===== src/rtl/reg_file_param.sv =====
`default_nettype none
// ============================================================================
// Module   : reg_file_param
// Brief    : Parametrised register file with two read ports, one write port,
//            optional write-to-read bypass, optional registered read stage
//            and optional hard-wired zero register.
// Revision : 1.0 - initial release
// ============================================================================
module reg_file_param #(
    parameter int WIDTH    = 32,
    parameter int DEPTH    = 16,
    parameter int ZERO_REG = 1,
    parameter int BYPASS   = 1,
    parameter int READ_REG = 0,
    localparam int AW      = $clog2(DEPTH)
) (
    input  logic             clk,
    input  logic             rst,
    input  logic             we,
    input  logic [AW-1:0]    waddr,
    input  logic [WIDTH-1:0] wdata,
    input  logic             re,
    input  logic [AW-1:0]    raddr0,
    input  logic [AW-1:0]    raddr1,
    output logic [WIDTH-1:0] rdata0,
    output logic [WIDTH-1:0] rdata1,
    output logic             rvalid
);

    // One extra bit so that DEPTH itself is representable (DEPTH may be 2**AW).
    localparam logic [AW:0] DEPTH_V = (AW+1)'(DEPTH);

    logic [WIDTH-1:0] mem [DEPTH];
    logic [AW-1:0]    raddr_v [2];
    logic [WIDTH-1:0] rval    [2];
    logic             write_ok;

    // An address holds real storage only if it is in range and is not the
    // hard-wired zero register; this gates both writes and forwarding.
    function automatic logic addr_live(input logic [AW-1:0] a);
        return ({1'b0, a} < DEPTH_V) && !((ZERO_REG != 0) && (a == '0));
    endfunction

    assign write_ok   = we && addr_live(waddr);
    assign raddr_v[0] = raddr0;
    assign raddr_v[1] = raddr1;

    // Storage array: cleared asynchronously, written on legal writes only.
    always_ff @(posedge clk or negedge rst) begin
        if (!rst) begin
            for (int i = 0; i < DEPTH; i++) begin
                mem[i] <= '0;
            end
        end else if (write_ok) begin
            mem[waddr] <= wdata;
        end
    end

    // Read value per port: zero for dead addresses, forwarded write data on
    // a same-cycle legal write when bypass is enabled, else the array entry.
    always_comb begin
        for (int p = 0; p < 2; p++) begin
            rval[p] = '0;
            if (addr_live(raddr_v[p])) begin
                if ((BYPASS != 0) && write_ok && (raddr_v[p] == waddr)) begin
                    rval[p] = wdata;
                end else begin
                    rval[p] = mem[raddr_v[p]];
                end
            end
        end
    end

    if (READ_REG != 0) begin : g_rreg
        logic [WIDTH-1:0] rdata0_q;
        logic [WIDTH-1:0] rdata1_q;
        logic             rvalid_q;

        // Registered read stage: load on re, hold otherwise; rvalid marks loads.
        always_ff @(posedge clk or negedge rst) begin
            if (!rst) begin
                rdata0_q <= '0;
                rdata1_q <= '0;
                rvalid_q <= 1'b0;
            end else begin
                rvalid_q <= re;
                if (re) begin
                    rdata0_q <= rval[0];
                    rdata1_q <= rval[1];
                end
            end
        end

        assign rdata0 = rdata0_q;
        assign rdata1 = rdata1_q;
        assign rvalid = rvalid_q;
    end else begin : g_comb
        // Read request has no meaning for combinational reads.
        logic unused_re;
        assign unused_re = re;

        assign rdata0 = rval[0];
        assign rdata1 = rval[1];
        assign rvalid = 1'b1;
    end

endmodule
`default_nettype wire


===== config.mk =====
export PLATFORM = sky130hd
export DESIGN_NAME = reg_file_param
export DESIGN_NICKNAME = d
export VERILOG_FILES = /design/src/rtl/reg_file_param.sv
export SDC_FILE = /design/constraint.sdc
export NUM_CORES = 1
export LEC_CHECK = 0
export BUFFER_PORTS_ARGS = -buffer_cell sky130_fd_sc_hd__clkbuf_2
export CORE_UTILIZATION = 45
export DETAILED_ROUTE_END_ITERATION = 12
export MAX_ROUTING_LAYER = met4
export RECOVER_POWER = 100
export SYNTH_ARGS = -nofsm -noshare
export SYNTH_HDL_FRONTEND = slang
export SYNTH_SLANG_ARGS = --single-unit

===== constraint.sdc =====
create_clock -name clk -period 2 [get_ports clk]
set_input_delay 0.1 -clock clk [delete_from_list [all_inputs] [get_ports clk]]
set_output_delay 0.1 -clock clk [all_outputs]
set_load 0.005 [all_outputs]

[Yosys cells after proc, flatten, opt, wreduce, memory -nomap -nowiden]
Index checks and enable logic that the tools add are counted.
W data, S select, Z words.
Word-level totals
  register bits: 512
  input bits: 48
  logic and storage cells: 46
Operators by class
  $lt $le $gt $ge: 4
  equal/unequal tests: 2
  muxes and demuxes: 13
  bitwise operators: 3
  reduce and logical (&&, ||, !) cells: 8
Operator list (count)
  $bwmux W512: 1
  $mux W32: 9
  $bmux W32 S4: 2
  $demux W32 S4: 1
  $ge A5 B5 Y1 const B: 3
  $not A4 Y5: 3
  $logic_not A4 Y1: 3
  $eq A4 B4 Y1: 2
  $lt A5 B1 Y1 const B: 1
  $logic_and A1 B1 Y1: 4
  $logic_not A1 Y1: 1

[Depth between registers and ports, before layout]
  depth after elaboration: 6
  gate-level depth with buffers: 7
  gate-level depth less buffers: 4

[Worst setup path before layout]
No wires, ideal clock.
  path kind: input to output
  start point: input raddr0[1]
  end point: output rdata0[19]
  arrival time: 1.499 ns
  data required time: 1.900 ns
  slack: 0.401 ns
  stages: 6
  buffers on the path: 2
  path through: buf_2 buf_2 mux4_2 mux2i_1 mux2i_1 a22o_1
Between the ends
  longest elaborated chain between the ends: 6
  elaborated cells on any way between the ends: 9
RTL lines
  start: declaration: RTL line 23  | input logic [AW-1:0] raddr0,
  $not A4 Y5 (implied by the code): RTL line 68  | rval[p] = mem[raddr_v[p]];
  $bmux W32 S4: RTL line 68
  $mux W32 (implied by the code) (2 in series): RTL line 68
  $mux W32: RTL line 65  | if ((BYPASS != 0) && write_ok && (raddr_v[p] == waddr)) begin
  $mux W32 (*): RTL line 64  | if (addr_live(raddr_v[p])) begin
  end: declaration: RTL line 25  | output logic [WIDTH-1:0] rdata0,
Mark *: on every way between the ends. The rest lies on a longest branch, timed or not. The select of a mux whose other input is x is not followed.

[Worst setup path in the final report]
  start point: register mem[223] (netlist bit)
  end point: output rdata0[31]
Between the ends
  longest elaborated chain between the ends: 5
RTL lines
  start: declaration: RTL line 33  | logic [WIDTH-1:0] mem [DEPTH];
  start signal: indexed assignment: RTL line 55  | mem[waddr] <= wdata;
  $bmux W32 S4: RTL line 68
  $mux W32 (implied by the code) (2 in series): RTL line 68
  $mux W32: RTL line 65
  $mux W32: RTL line 64
No other way between the ends. The select of a mux whose other input is x is not followed.

==> impl_metrics.ini <==
[finish]
drive_above_1_share_pct = 49.7
area_delta_synth_final_pct = 15.1
fin_area_sq_mm = 0.0322
multi_input_area_sq_mm = 0.0141
final_util_pct = 52.3
largest_reg_flops = 512
fillers = 5143
regArea_sq_mm = 0.0128
fin_nets = 1928
top_regs = mem: 512 flops
top_register = mem

[logic_synthesis]
synth_area_leaders = dfrtp_1, mux4_2, mux2_2
synth-edff-count = 0
syn_nets = 1805
yosys.area.top_type = dfrtp_1
synth.most_common_cell = dfrtp_1
synth.yosys.seq_area_share_pct = 45.8
syn_inst = 1757
synth_top_area_share_pct = 45.8
yosys_warnings = 0
async_reset_ff_share_pct = 100
netlist_area_sq_mm = 0.0280
synth.distinct_cells = 27
synthFlopType = dfrtp_1
syn_area_per_cell_sq_um = 15.9
netlist_top_cells_count = dfrtp_1, mux2_2, mux4_2
ys_ff_latch = 512

[timing]
slew_viol_final = 0
worst_slew_pin_slew_ps = 1400
fin_crit_ps = 2260
fin_crit_sh_pct = 113
max_freq_mhz = 443
maxSlewHeadroom_pct = 6.52
setup_viol = 102
rsz0062_at_grt = true
fin_hold_ws_ps = 28.9
skew_ps = 0
final.setup.worst_slack_ps = -259
hold_viol = 0

[status]
violations = negative setup slack
status = finished, violations left

[clocking]
cts.sinks = 512
cts_root_buf = clkbuf_16
clkSlewWorstSetupHoldPaths_ps = 60
insertion_delay_ps = 610
cts_buffers = 57
htree_levels = 2
cts_buffer_depth = 3
cts_tree = yes

[power]
vdd_drop_max_mv = 0.653
leakagePower_nw = 13.9
power_density_mw_per_mm2 = 1020

[placement]
portBuffers = 110
dpl.hpwl_um = 46600
dpl_cell_area_sq_mm = 0.0302
gp_congestion = 0.796
dp_slack_ps = 61.5

[route]
ant_nets = 0
vias = 16800
drtIter0Drc = 1192
drt_wl_total_um = 76100
drt-pass1-iter-count = 5
post_drt_wl_per_cell_um = 27.5
via_per_inst = 6.07
drc = 0

[grt]
grt_use_total_pct = 25.7
grt_max_degree = 77
grt.overflow.total = 0
use_met3_pct = 3.68
grt_busiest_layer = met2
met2_usage_pct = 39.6
grt_pass1_vias = 18000
grt_pass1_wl_um = 117000
gr-usage-met1_pct = 36.2
grt_antenna_before_repair = 4

[worst_hold_path]
holdCritPathClass = primary input to flop

[setup_path]
worstSetupEndpointType = output port
crit_arrival_ps = 2160
path_class = flop to output port
worstPathRequired_ps = 1900
startpoint_type = flop
critical_path.max_fanout = 3

[floorplan]
fp.dieW_um = 251
die-area_sq_mm = 0.0632
start_util_pct = 45.4
boundaryPins = 113
core_area_sq_mm = 0.0616
die_h_um = 251
rows = 91

[run]
cap_violations = 0
[repair_timing]
item                                    4_1_cts  5_1_grt
hold buffers                                 33        0
gates cloned                                  0        0
pin swaps                                    62        2
buffers inserted                              9        9
gates resized for setup                       5       15
hold endpoints to repair                    866        0
endpoints found under the setup margin       64       64
[logic make-up after synthesis]
group / count (synthesis) / synth area share (%)
compound gates: 67 / 2.08
xor+xnor: 8 / 0.250
buf+inv: 213 / 4.03
flops: 512 / 45.8
mux: 928 / 47.2
other cells: 1 / 0.0134
simple gates: 28 / 0.675
[critical path: stages (launching register included)]
cell and delay (ps):
dfrtp_1 400, mux4_2 490, mux2i_1 170, mux2i_1 100
a22o_1 250, clkbuf_2 140
[routing by layer]
metal | vias to the layer above | share of wire [%]
li1 | 7048 | -
met1 | 9190 | 44
met2 | 442 | 48
met3 | 115 | 5.3
met4 | 0 | 2.4
met5 | - | 0
[where the power goes]
group | internal (mW) | switching [mW] | total (mW)
Sequential | 12.6 | 1.56 | 14.2
Combinational | 4.93 | 2.95 | 7.88
Clock | 6.42 | 4.31 | 10.7
Total | 24.0 | 8.82 | 32.8
[cells in the final DEF (no fill, tap or decap)]
master / n
buf_4: 56
mux2i_2: 20
clkbuf_16: 57
nand3b_2: 1
mux2_1: 136
mux4_2: 256
clkbuf_1: 28
clkbuf_2: 124
nor2_1: 2
a21oi_4: 2
nor4_1: 4
clkbuf_4: 1
diode_2: 5
conb_1: 1
nand3b_1: 2
xor2_1: 8
and2_2: 2
mux2_2: 343
nand2_1: 1
clkinv_2: 9
nand2b_2: 1
inv_6: 3
mux2_4: 1
and3_1: 1
buf_6: 7
dfrtp_1: 512
clkbuf_8: 15
dlygate4sd3_1: 32
o41a_1: 1
nor3b_1: 1
bufinv_16: 5
buf_12: 42
a22o_1: 64
nand2b_1: 2
dlymetal6s2s_1: 1
or3_2: 3
nor2_4: 7
nand3_2: 1
mux2i_1: 172
[stage by stage]
stage	setup TNS (ps)	total power, mW	std cells
4_1_cts	-13960	33.2	2752
3_3_place_gp	0	21.8	2607
2_1_floorplan	0	19.7	1757
5_1_grt	-40110	34.4	2765
3_5_place_dp	0	22.2	2607
6_report	-14840	32.8	2766
[area by class of cell]
type,instances,area share (%)
multi-input cells,1032,43.7
flip-flops and latches,512,39.8
repair buffers,277,7.31
clock buffers,86,5.23
well taps,837,3.25
clock inverters,17,0.688
diodes,5,0.0389
[worst paths after layout]
path	start	end	slack, ps	cells after the start
worst min-delay path	wdata[13]	mem[365]	30	2
worst max register to register	mem[114]	mem[114]	930	3
min in group asynchronous	rst	mem[407]	910	3
worst min register to register	mem[488]	mem[488]	390	0
worst max-delay path	mem[223]	rdata0[31]	-260	5
max in group asynchronous	rst	mem[384]	-110	4
(Power assumes the default switching activity.)
